`src/rtl/sync_ptr_multi_if.sv`:
```
// Bundle between the write-pointer source / rclk-domain consumer and sync_ptr_multi.
// Latency: none (wires only).
// Backpressure: none; pointers are sampled every cycle.
// Ports: wptr, err_clr toward the synchroniser; sync_gray, sync_bin, ptr_chg, gray_err,
//   armed back to the consumer. Channel k occupies [k*(ADDRSIZE+1) +: ADDRSIZE+1].
interface sync_ptr_multi_if #(
  parameter int ADDRSIZE = 32,
  parameter int NCH      = 1
);
  localparam int PW = NCH * (ADDRSIZE + 1);

  logic [PW-1:0]  wptr;
  logic           err_clr;
  logic [PW-1:0]  sync_gray;
  logic [PW-1:0]  sync_bin;
  logic [NCH-1:0] ptr_chg;
  logic [NCH-1:0] gray_err;
  logic           armed;

  modport master (
    output wptr, err_clr,
    input  sync_gray, sync_bin, ptr_chg, gray_err, armed
  );

  modport slave (
    input  wptr, err_clr,
    output sync_gray, sync_bin, ptr_chg, gray_err, armed
  );
endinterface

```
`src/rtl/sync_ptr_multi.sv`:
```
// Multi-channel gray-pointer synchroniser into rclk with gray->bin, change strobe, integrity check.
// Latency: wptr -> sync_gray STAGES edges; -> sync_bin / ptr_chg / gray_err STAGES+1 edges.
// Backpressure: none; every channel is sampled every rclk cycle.
// Ports: rclk (posedge), rrst (async, active-high), bus (slave side of sync_ptr_multi_if):
//   wptr/err_clr in, sync_gray/sync_bin/ptr_chg/gray_err/armed out.
module sync_ptr_multi #(
  parameter int ADDRSIZE = 32,
  parameter int STAGES   = 2,
  parameter int NCH      = 1
) (
  input  logic             rclk,
  input  logic             rrst,
  sync_ptr_multi_if.slave  bus
);
  localparam int W  = ADDRSIZE + 1;
  localparam int CW = $clog2(STAGES + 2);

  if (STAGES < 2) begin : g_bad_stages
    $error("sync_ptr_multi: STAGES must be >= 2");
  end
  if (NCH < 1) begin : g_bad_nch
    $error("sync_ptr_multi: NCH must be >= 1");
  end

  function automatic logic [W-1:0] gray2bin(input logic [W-1:0] g);
    logic [W-1:0] b;
    b[W-1] = g[W-1];
    for (int i = W - 2; i >= 0; i--) begin
      b[i] = b[i+1] ^ g[i];
    end
    return b;
  endfunction

  // Warm-up: the integrity check stays off until the chain and prev copy have been
  // refilled from wptr, so the reset-to-first-value step is never flagged.
  logic [CW-1:0] cnt_q;
  logic          armed_q;

  always_ff @(posedge rclk or posedge rrst) begin
    if (rrst) begin
      cnt_q   <= '0;
      armed_q <= 1'b0;
    end else begin
      if (cnt_q != CW'(STAGES + 1)) begin
        cnt_q <= cnt_q + CW'(1);
      end
      // cnt_q reaches STAGES+1 on this edge
      if (cnt_q == CW'(STAGES)) begin
        armed_q <= 1'b1;
      end
    end
  end

  logic [NCH-1:0][W-1:0] gray_all;
  logic [NCH-1:0][W-1:0] bin_all;
  logic [NCH-1:0]        chg_all;
  logic [NCH-1:0]        err_all;

  for (genvar k = 0; k < NCH; k++) begin : g_ch
    logic [W-1:0] s [STAGES];
    logic [W-1:0] prev_q;
    logic [W-1:0] bin_q;
    logic         chg_q;
    logic         err_q;
    logic [W-1:0] diff;
    logic         multi;

    assign diff  = s[STAGES-1] ^ prev_q;
    // clearing the lowest set bit leaves something only if two or more bits differ
    assign multi = |(diff & (diff - W'(1)));

    always_ff @(posedge rclk or posedge rrst) begin
      if (rrst) begin
        for (int i = 0; i < STAGES; i++) begin
          s[i] <= '0;
        end
        prev_q <= '0;
        bin_q  <= '0;
        chg_q  <= 1'b0;
        err_q  <= 1'b0;
      end else begin
        s[0] <= bus.wptr[k*W +: W];
        for (int i = 1; i < STAGES; i++) begin
          s[i] <= s[i-1];
        end
        prev_q <= s[STAGES-1];
        bin_q  <= gray2bin(s[STAGES-1]);
        chg_q  <= (diff != '0);
        // a new error outranks a coincident clear
        if (armed_q && multi) begin
          err_q <= 1'b1;
        end else if (bus.err_clr) begin
          err_q <= 1'b0;
        end
      end
    end

    assign gray_all[k] = s[STAGES-1];
    assign bin_all[k]  = bin_q;
    assign chg_all[k]  = chg_q;
    assign err_all[k]  = err_q;
  end

  assign bus.sync_gray = gray_all;
  assign bus.sync_bin  = bin_all;
  assign bus.ptr_chg   = chg_all;
  assign bus.gray_err  = err_all;
  assign bus.armed     = armed_q;
endmodule
```
`src/flat_wrapper.sv`:
```
// flat-port wrapper written by rule: the top's interface ports become plain ports
module sync_ptr_multi_flat 
#(
  parameter int ADDRSIZE = 32,
  parameter int STAGES   = 2,
  parameter int NCH      = 1
)
  (rclk, rrst, bus_wptr, bus_err_clr, bus_sync_gray, bus_sync_bin, bus_ptr_chg, bus_gray_err, bus_armed);
  sync_ptr_multi_if #(.ADDRSIZE(ADDRSIZE), .NCH(NCH)) bus_i ();
  input  logic rclk;
  input  logic rrst;
  input wire logic [$bits(bus_i.wptr)-1:0] bus_wptr;
  input wire logic [$bits(bus_i.err_clr)-1:0] bus_err_clr;
  output wire logic [$bits(bus_i.sync_gray)-1:0] bus_sync_gray;
  output wire logic [$bits(bus_i.sync_bin)-1:0] bus_sync_bin;
  output wire logic [$bits(bus_i.ptr_chg)-1:0] bus_ptr_chg;
  output wire logic [$bits(bus_i.gray_err)-1:0] bus_gray_err;
  output wire logic [$bits(bus_i.armed)-1:0] bus_armed;
  assign bus_i.wptr = bus_wptr;
  assign bus_i.err_clr = bus_err_clr;
  assign bus_sync_gray = bus_i.sync_gray;
  assign bus_sync_bin = bus_i.sync_bin;
  assign bus_ptr_chg = bus_i.ptr_chg;
  assign bus_gray_err = bus_i.gray_err;
  assign bus_armed = bus_i.armed;
  sync_ptr_multi #(.ADDRSIZE(ADDRSIZE), .STAGES(STAGES), .NCH(NCH)) u_core (.rclk(rclk), .rrst(rrst), .bus(bus_i));
endmodule
```
`config.mk`:
```
export PLATFORM = sky130hd
export DESIGN_NAME = sync_ptr_multi_flat
export DESIGN_NICKNAME = d
export VERILOG_FILES = /design/src/rtl/sync_ptr_multi_if.sv /design/src/rtl/sync_ptr_multi.sv /design/src/flat_wrapper.sv
export SDC_FILE = /design/constraint.sdc
export NUM_CORES = 1
export LEC_CHECK = 0
export CAP_MARGIN = 30
export CORE_MARGIN = 5
export CORE_UTILIZATION = 54
export DETAILED_ROUTE_END_ITERATION = 16
export GPL_ROUTABILITY_DRIVEN = 0
export PLACE_DENSITY = 0.81
export SETUP_SLACK_MARGIN = 0.1
export SLEW_MARGIN = 25
export SYNTH_ARGS = -nofsm -noshare
export SYNTH_HDL_FRONTEND = slang
export SYNTH_SLANG_ARGS = --single-unit
```
`constraint.sdc`:
```
create_clock -name rclk -period 12.7 [get_ports rclk]
set_input_delay 1.27 -clock rclk [delete_from_list [all_inputs] [get_ports rclk]]
set_output_delay 1.27 -clock rclk [all_outputs]
set_load 0.05 [all_outputs]
```
==> results.md, run 1 <==
- Outcome: completed
- MaxCap Viol Count: 0
- Final Hold Vio Count: 0
- Clock Path Buffers: 2
- CP bufs+invs: 1
- Setup violations, final: 0
- Via Count: 2658
- Die W: 106 µm
- Clock Tree Root: clkbuf_8
- Worst-margin pin slew: 0.836 ns
- CP Capture Type: output pin
- Post-DP HPWL: 6260 µm
- Setup bufs post-CTS: 0
- Drc violations: 0
- Max-slew violation total from the final report: 0
- Core ar.: 9110 µm²
- Cts-stage hold buffer count: 0
- Initial antenna violation count: 0
- Maximum VDD drop: 0.000101 V
- Vias in the first global route: 2900
- Worst-path clk slew: 0.06 ns
- CTS tree: done
- Max FO, Critical Path: 5
- Fillers: 569
- Buffers on Ports: 104
- Largest net degree at the start of global routing: 76
- First-pass GRT wire length: 15000 µm
- Setup TNS: 0 ns
- Post-route ant nets: 0
- Tmin final: 3.19 ns
- RSZ-0062 raised after global routing: false
- Mapped Nets: 374
- Die height: 106 µm
- Die area: 11200 µm²
- WHS: 0.345 ns
- Seq/Total Area, Yosys: 0.684
- Critical path, cell by cell: clkdlybuf4s50_1
- Final WL: 9130 µm
- Leakage: 2.78 nW
- Warnings, synthesis: 0
- Slew HR: 0.438
- Seq cells post-synth: 136
- WL per Instance: 16.6 µm
- Sink Count: 136
- Seq. cell area: 3400 µm²
- Worst-Skew Late Latency: 0.51 ns
- CP startpoint kind: flip-flop
- Maximum clock frequency: 0.313 GHz
- Synthesized cell area: 4980 µm²
- Worst path required time: 11.43 ns
- Crit-path leading delay family: buffers and inverters
- H-tree Lvls: 4
- CP Data Arrival Time: 1.92 ns
- GRT Residual Overflow: 0
- Multi-input gate area: 1290 µm²
- Tcrit/Tclk final: 0.251
- Gr usage total: 0.178
- Share of layout cells above drive strength 1: 0.0934
- Drt initial violations: 95
- FP Rows: 35
- Setup Skew: 0.0159 ns
- Syn-to-layout area delta: 31.6%
- Worst hold path class: flip-flop to flip-flop
- Starting Density: 0.546
- Post-CTS Resized: 0
- Via-to-Cell Ratio: 4.83
- Crit path kind: flip-flop to output pin
- Count of cell types in the netlist: 34
- Commonest non-fill, non-tap cell in the layout: dfrtp_1
- Nets: 464
- Pre-antenna DRT Iters: 10
- Worst path max stage delay: 0.88 ns
- Diodes inserted: 0
- CP max stage cell: clkdlybuf4s50_1
- Synthesized instance count: 336
- Commonest non-fill, non-tap cells in the layout: dfrtp_1, clkdlybuf4s50_1, xnor2_1
- Syn_area_per_cell: 14.8 µm²
- CTS Buf Count: 17
- PwrDens: 235 nW/µm²
- I/O pins: 105
==> logic make-up after synthesis <==
family | share of synthesized area
buffers and inverters | 0.0573
adders and majority gates | 0.00704
AOI/OAI and AO/OA | 0.0380
DFF | 0.684
and+or+nand+nor | 0.0362
xor gates and xnor gates | 0.178
==> sequential cells by signal (all words and copies together), names as in the netlist <==
register and count:
u_core.bus.sync_bin 33, u_core.bus.sync_gray 33, u_core.g_ch.s 33, u_core.g_ch.prev_q 32, u_core.cnt_q 2, u_core.bus.armed 1
u_core.bus.gray_err 1, u_core.bus.ptr_chg 1
==> per-layer routing <==
layer,global-route usage,vias up,part of all wire
met5,0,-,0
met4,0.0629,0,0.018
met3,0.0613,14,0.062
met2,0.302,92,0.53
met1,0.210,1306,0.39
li1,-,1246,-
==> worst paths after layout <==
check	startpoint	to	slack (ns)	cells after the start
max	u_core.bus.sync_gray[18]$_DFF_PP0_	bus_sync_gray[18]	9.51	1
min	u_core.g_ch[0].s[33]$_DFF_PP0_	u_core.bus.sync_gray[0]$_DFF_PP0_	0.35	0
max reg2reg	u_core.bus.sync_gray[31]$_DFF_PP0_	u_core.bus.sync_bin[0]$_DFF_PP0_	9.58	8
min reg2reg	u_core.g_ch[0].s[33]$_DFF_PP0_	u_core.bus.sync_gray[0]$_DFF_PP0_	0.35	0
max in group asynchronous	rrst	u_core.bus.sync_gray[17]$_DFF_PP0_	10.27	3
min in group asynchronous	rrst	u_core.bus.sync_bin[23]$_DFF_PP0_	1.23	2
==> power breakdown <==
part           switching, W  total (W)  internal (W)
clock network      0.000175   0.000517      0.000342
registers         0.0000274   0.000528      0.000501
logic              0.000315   0.000493      0.000178
==> Yosys cell counts <==
master,count,area share
nand2_1,14,0.011
inv_1,8,0.0060
xnor3_2,3,0.014
xor2_1,21,0.037
xor3_1,1,0.0048
nor2b_1,1,0.0013
o21bai_1,2,0.0030
a21oi_1,9,0.0090
o2111ai_1,2,0.0035
xnor3_1,1,0.0045
a31oi_1,3,0.0038
xnor2_2,1,0.0033
nor4_1,2,0.0025
nor2_1,9,0.0068
xor2_2,2,0.0065
a211oi_1,1,0.0015
or3_1,1,0.0013
or2_2,1,0.0013
o211ai_1,4,0.0060
xnor2_1,55,0.097
o31ai_1,1,0.0015
o21a_1,1,0.0015
ha_1,2,0.0050
nor3_1,3,0.0030
nand3_1,2,0.0020
o21ai_0,5,0.0050
nand4_1,6,0.0075
buf_4,34,0.051
o22ai_1,1,0.0013
maj3_1,1,0.0020
xor3_2,1,0.0050
xnor2_4,1,0.0055
o41ai_1,1,0.0018
dfrtp_1,136,0.68
==> cell type report <==
type,instances,share of cell area
clock buffers,23,0.0728
repair buffers,105,0.160
flip-flops and latches,136,0.519
multi-input cells,158,0.197
clock inverters,9,0.0246
inverters,8,0.00535
well taps,111,0.0212
==> metrics by stage <==
step           setup slack [ns]  power [W]  instances  instance area (µm²)   util
6_report                   9.51    0.00154        550                 6550  0.719
5_1_grt                    9.24    0.00160        550                 6550  0.719
4_1_cts                    9.49    0.00155        550                 6550  0.719
3_5_place_dp               9.60    0.00103        518                 5910  0.649
3_3_place_gp               9.68    0.00102        518                 5910  0.649
2_1_floorplan              7.79   0.000883        336                 4980      -
No activity file was read; power rests on OpenSTA's default activity.
==> run 2, diff against run 1 <==
--- a/config.mk
+++ b/config.mk
@@ -7,10 +7,10 @@
 export LEC_CHECK = 0
 export CAP_MARGIN = 30
 export CORE_MARGIN = 5
-export CORE_UTILIZATION = 54
+export CORE_UTILIZATION = 50
 export DETAILED_ROUTE_END_ITERATION = 16
 export GPL_ROUTABILITY_DRIVEN = 0
-export PLACE_DENSITY = 0.81
+export PLACE_DENSITY = 0.76
 export SETUP_SLACK_MARGIN = 0.1
 export SLEW_MARGIN = 25
 export SYNTH_ARGS = -nofsm -noshare
==> constraint.sdc (replaced) <==
create_clock -name rclk -period 3 [get_ports rclk]
set_input_delay 0.3 -clock rclk [delete_from_list [all_inputs] [get_ports rclk]]
set_output_delay 0.3 -clock rclk [all_outputs]
set_load 0.05 [all_outputs]
==> results.md, run 2 (synthesis results as in run 1) <==
- Outcome: completed
- WL per Instance: 16.2 µm (-2.3%)
- CTS tree: done
- PwrDens: 1010 nW/µm² (+330%)
- GRT Residual Overflow: 0 (unchanged)
- CP max stage cell: xnor3_2
- Tcrit/Tclk final: 0.920
- First-pass GRT wire length: 15300 µm (+2.3%)
- Crit path kind: flip-flop to flip-flop
- MaxCap Viol Count: 0 (unchanged)
- CP bufs+invs: 0 (-1)
- Drc violations: 0 (unchanged)
- CP Data Arrival Time: 3.19 ns (+1.27 ns)
- Worst path required time: 3.43 ns (-8.00 ns)
- Core ar.: 9730 µm² (+6.8%)
- Largest net degree at the start of global routing: 37 (-51%)
- Die W: 110 µm (+3.6%)
- Max-slew violation total from the final report: 0 (unchanged)
- Post-DP HPWL: 6550 µm (+4.7%)
- Nets: 481 (+3.7%)
- Crit-path leading delay family: XOR/XNOR gates
- Clock Tree Root: clkbuf_8
- Final Hold Vio Count: 0 (unchanged)
- Sink Count: 136 (unchanged)
- Setup TNS: 0 ns (unchanged)
- Worst-Skew Late Latency: 0.52 ns (about the same)
- Via Count: 2772 (+4.3%)
- Commonest non-fill, non-tap cell in the layout: dfrtp_1
- Final worst slack: 0.241 ns (-9.27 ns)
- Clock Path Buffers: 2 (unchanged)
- Worst hold path class: primary input to flip-flop
- RSZ-0062 raised after global routing: false
- Vias in the first global route: 2949 (+1.7%)
- Final WL: 9540 µm (+4.5%)
- Leakage: 2.93 nW (+5.3%)
- I/O pins: 105 (unchanged)
- CP Capture Type: flip-flop
- Slew HR: 0.461 (+0.0236)
- Setup WS pre-CTS: 0.0533 ns (-9.55 ns)
- Gr usage total: 0.177 (-0.000596)
- Diodes inserted: 0 (unchanged)
- Setup Skew: 0.00518 ns (-0.0107 ns)
- Drt initial violations: 133 (+40%)
- Setup violations, final: 0 (unchanged)
- Maximum clock frequency: 0.362 GHz
- FP Rows: 36 (+2.9%)
- CTS Buf Count: 17 (unchanged)
- Post-route ant nets: 0 (unchanged)
- Pre-antenna DRT Iters: 5 (-5)
- Worst-margin pin slew: 0.806 ns (-0.0295 ns)
- H-tree Lvls: 4 (unchanged)
- Worst path max stage delay: 0.43 ns (-0.45 ns)
- Buffers on Ports: 104 (unchanged)
- Starting Density: 0.512 (-0.0349)
- Via-to-Cell Ratio: 4.71 (-2.5%)
- Initial antenna violation count: 0 (unchanged)
- Critical path, cell by cell: xnor3_2, xnor3_2, xor3_2, xor2_1, xor2_2, xor2_2, xnor2_2, xnor2_1
- Maximum VDD drop: 0.000529 V (+420%)
- Commonest non-fill, non-tap cells in the layout: dfrtp_1, clkdlybuf4s50_1, xnor2_1
- Die area: 12000 µm² (+7.2%)
- Syn-to-layout area delta: 37.3%
- Die height: 110 µm (+3.6%)
- Cts-stage hold buffer count: 0 (unchanged)
- Tmin final: 2.76 ns
- Fillers: 677 (+19%)
- Worst-path clk slew: 0.06 ns (about the same)
- Share of layout cells above drive strength 1: 0.143 (+0.0495)
- Max FO, Critical Path: 4 (-1)
- CP startpoint kind: flip-flop
==> run 2: cell types whose count changed in the layout (fill, tap and decap cells not counted), sizes merged <==
cell	change
buf	+17
clkbuf	-4
clkinv	+4
bufinv	+3
inv	-3
clkinvlp	-1
==> run 2: power breakdown <==
| part | switching, W | leakage [nW] | internal (W) |
|---|---|---|---|
| logic | 0.00138 | 1.02 | 0.000887 |
| clock network | 0.000747 | 0.338 | 0.00164 |
| registers | 0.000106 | 1.57 | 0.00212 |
| total | 0.00223 | 2.93 | 0.00465 |
==> run 2: repair_timing <==
item	CTS	global route
pin swaps	1	3
gates resized for setup	1	5
setup endpoints to repair	3	4
setup buffers	1	4
gates cloned	0	0
hold endpoints to repair	0	0
==> run 2: worst paths after layout <==
| check | cells past startpoint | slack, ns | to | start |
|---|---|---|---|---|
| max in group asynchronous | 3 | 2.09 | u_core.g_ch[0].s[61]$_DFF_PP0_ | rrst |
| min in group asynchronous | 2 | 0.28 | u_core.bus.sync_bin[21]$_DFF_PP0_ | rrst |
| hold reg to reg | 0 | 0.35 | u_core.bus.sync_gray[15]$_DFF_PP0_ | u_core.g_ch[0].s[48]$_DFF_PP0_ |
| hold / removal | 1 | 0.21 | u_core.g_ch[0].s[46]$_DFF_PP0_ | bus_wptr[13] |
| setup / recovery | 8 | 0.24 | u_core.bus.sync_bin[16]$_DFF_PP0_ | u_core.bus.sync_gray[31]$_DFF_PP0_ |
| setup reg to reg | 8 | 0.24 | u_core.bus.sync_bin[16]$_DFF_PP0_ | u_core.bus.sync_gray[31]$_DFF_PP0_ |
==> run 2: per-stage QoR <==
step                      utilization  power, W  area, µm²  hold slack (ns)  instances
final                           0.702   0.00688       6830            0.213        588
after CTS                       0.696   0.00684       6770            0.187        584
after global routing            0.702   0.00717       6830            0.176        588
after global placement          0.624   0.00436       6070            0.333        552
after detailed placement        0.624   0.00440       6070            0.335        552
after floorplan                     -   0.00374       4980            0.331        336
==> run 2: layer usage <==
| layer | part of all wire | GRT usage | vias to the layer above |
|---|---|---|---|
| met5 | 0 | 0 | - |
| met4 | 0.019 | 0.0757 | 0 |
| met3 | 0.062 | 0.0722 | 20 |
| met2 | 0.54 | 0.285 | 87 |
| met1 | 0.38 | 0.210 | 1380 |
| li1 | - | - | 1285 |
==> run 2: cell type report <==
cell class              instances  area [µm²]  share of cell area
multi-input cells             158        1330               0.194
flip-flops and latches        136        3400               0.498
repair buffers                122        1210               0.178
inverters                       8        33.8             0.00494
well taps                     133         166              0.0244
clock buffers                  19         442              0.0646
clock inverters                12         246              0.0361
==> run 2: worst register-to-register path, stage by stage, from the launching register on <==
cell	delay, ns
dfrtp_1	0.40
xnor3_2	0.41
xnor3_2	0.44
xor3_2	0.30
xor2_1	0.29
xor2_2	0.25
xor2_2	0.26
xnor2_2	0.18
xnor2_1	0.17
==> run 3, diff against run 2 <==
--- a/config.mk
+++ b/config.mk
@@ -6,8 +6,9 @@
 export NUM_CORES = 1
 export LEC_CHECK = 0
 export CAP_MARGIN = 30
-export CORE_MARGIN = 5
+export CORE_MARGIN = 2
 export CORE_UTILIZATION = 50
+export CTS_CLUSTER_DIAMETER = 200
 export DETAILED_ROUTE_END_ITERATION = 16
 export GPL_ROUTABILITY_DRIVEN = 0
 export PLACE_DENSITY = 0.76
==> results.md, run 3 (synthesis results as in run 1) <==
- Setup violations, final: 0 (unchanged)
- Buffers on Ports: 104 (unchanged)
- RSZ-0062 raised after global routing: false
- Core ar.: 9730 µm² (unchanged)
- R2R Setup Slk: 0.22 ns (-0.02 ns)
- Worst-path clk slew: 0.06 ns (about the same)
- Via Count: 2729 (-1.6%)
- CP startpoint kind: flip-flop
- Setup TNS: 0 ns (unchanged)
- WHS: 0.193 ns (-0.0203 ns)
- WL per Instance: 15.0 µm (-7.7%)
- Commonest non-fill, non-tap cell in the layout: dfrtp_1
- Cts-stage hold buffer count: 0 (unchanged)
- Clock Tree Root: clkbuf_8
- I/O pins: 105 (unchanged)
- Die W: 104 µm (-5.5%)
- Commonest non-fill, non-tap cells in the layout: dfrtp_1, clkdlybuf4s50_1, xnor2_1
- Syn-to-layout area delta: 34.8%
- Tcrit/Tclk final: 0.927 (+0.00708)
- FP Rows: 36 (unchanged)
- Post-DP HPWL: 5970 µm (-9.0%)
- Die height: 104 µm (-5.5%)
- Seq. cell area: 3400 µm² (unchanged)
- Sink Count: 136 (unchanged)
- Crit path kind: flip-flop to flip-flop
- CP Capture Type: flip-flop
- Vias in the first global route: 2900 (-1.7%)
- MaxCap Viol Count: 0 (unchanged)
- Final instance area: 6710 µm² (-1.8%)
- Drc violations: 0 (unchanged)
- Worst path required time: 3.42 ns (about the same)
- H-tree Lvls: 4 (unchanged)
- Leakage: 2.87 nW (-2.3%)
- Worst-margin pin slew: 0.554 ns (-0.253 ns)
- CP Data Arrival Time: 3.20 ns (about the same)
- Slew HR: 0.630 (+0.168)
- Multi-input gate area: 1340 µm² (+0.57%)
- Final Hold Vio Count: 0 (unchanged)
- Worst r2r dst: u_core.bus.sync_bin[16]$_DFF_PP0_
- CTS tree: done
- Starting Density: 0.512 (unchanged)
- Finished Layout Cells: 588 (unchanged)
- Fillers: 685 (+1.2%)
- Maximum VDD drop: 0.000518 V (-2.0%)
- Worst hold path class: primary input to asynchronous set/reset pin
- CTS Buf Count: 17 (unchanged)
- Diodes inserted: 0 (unchanged)
- Total placed cells including tap cells: 552 (unchanged)
- Share of layout cells above drive strength 1: 0.143 (unchanged)
- Max-slew violation total from the final report: 0 (unchanged)
- Die area: 10800 µm² (-11%)
- First-pass GRT wire length: 14200 µm (-7.3%)
- Max FO, Critical Path: 5 (+1)
- Largest net degree at the start of global routing: 38 (+2.7%)
- Initial antenna violation count: 0 (unchanged)
- Tot Pwr: 0.00651 W (-5.3%)
- Setup Skew: 0.00760 ns (+0.00242 ns)
- Final WL: 8800 µm (-7.7%)
- Worst-Skew Late Latency: 0.50 ns (-0.02 ns)
- Post-route ant nets: 0 (unchanged)
- Tmin final: 2.78 ns (+0.0212 ns)
- Pre-antenna DRT Iters: 4 (-1)
- Maximum clock frequency: 0.360 GHz (-0.76%)
- Nets: 481 (unchanged)
- Gr usage total: 0.173 (-0.00431)
- Launching point of the worst reg2reg path: u_core.bus.sync_gray[31]$_DFF_PP0_
- PwrDens: 971 nW/µm² (-3.6%)
- Drt initial violations: 120 (-9.8%)
- Outcome: completed
- Worst Reg-to-Reg Cells: 8 (unchanged)
- Placed Area: 6030 µm² (-0.62%)
- Clock Path Buffers: 2 (unchanged)
- GRT Residual Overflow: 0 (unchanged)
- Via-to-Cell Ratio: 4.64 (-1.6%)
## run 3: power breakdown
part	internal (W)	total (W)	switching (W)
clock	0.00131	0.00204	0.000729
sequential	0.00212	0.00223	0.000109
combinational	0.000883	0.00224	0.00136
total	0.00431	0.00651	0.00220
## run 3: cell type report
cell class,count,area share
clock buffers,21,0.0670
flip-flops and latches,136,0.507
inverters,8,0.00504
repair buffers,122,0.175
clock inverters,10,0.0216
well taps,133,0.0248
multi-input cells,158,0.199
## run 3: per-layer routing
metal	part of all wire	routed length, µm	up-vias	track usage
met5	0	0	-	0
met1	0.42	3730	1345	0.212
met2	0.51	4510	83	0.286
met3	0.041	359	17	0.0485
li1	-	-	1284	-
met4	0.023	206	0	0.0792
## run 3: what timing repair did
item | in CTS | in global routing
gates cloned | 0 | 0
resized for setup | 0 | 8
pin swaps | 1 | 5
buffers inserted | 2 | 3
setup endpoints to repair | 1 | 6
hold endpoints to repair | 0 | 0
## run 3: worst max-delay path by stage
stage	start	cells past startpoint	end	slack (ns)
2_1_floorplan	u_core.bus.sync_gray[31]$_DFF_PP0_	8	u_core.bus.sync_bin[0]$_DFF_PP0_	0.11
4_1_cts	u_core.bus.sync_gray[31]$_DFF_PP0_	8	u_core.bus.sync_bin[16]$_DFF_PP0_	0.10
6_report	u_core.bus.sync_gray[31]$_DFF_PP0_	8	u_core.bus.sync_bin[16]$_DFF_PP0_	0.22
3_5_place_dp	u_core.bus.sync_gray[31]$_DFF_PP0_	8	u_core.bus.sync_bin[0]$_DFF_PP0_	0.03
5_1_grt	u_core.bus.sync_gray[31]$_DFF_PP0_	8	u_core.bus.sync_bin[15]$_DFF_PP0_	0.10
3_3_place_gp	u_core.bus.sync_gray[30]$_DFF_PP0_	8	u_core.bus.sync_bin[0]$_DFF_PP0_	0.09
## run 3: stage by stage
step	worst slack, ns	util
6_report	0.220	0.690
5_1_grt	0.103	0.690
4_1_cts	0.102	0.682
3_5_place_dp	0.0270	0.620
3_3_place_gp	0.0892	0.620
2_1_floorplan	0.110	-
## run 3: worst max-delay path, cell delays in order, from the launching register on
cell	delay [ns]
dfrtp_1	0.40
xnor3_2	0.41
xnor3_2	0.42
xor3_2	0.31
xor2_1	0.31
xor2_2	0.27
xor2_2	0.26
xnor2_2	0.17
xnor2_1	0.15
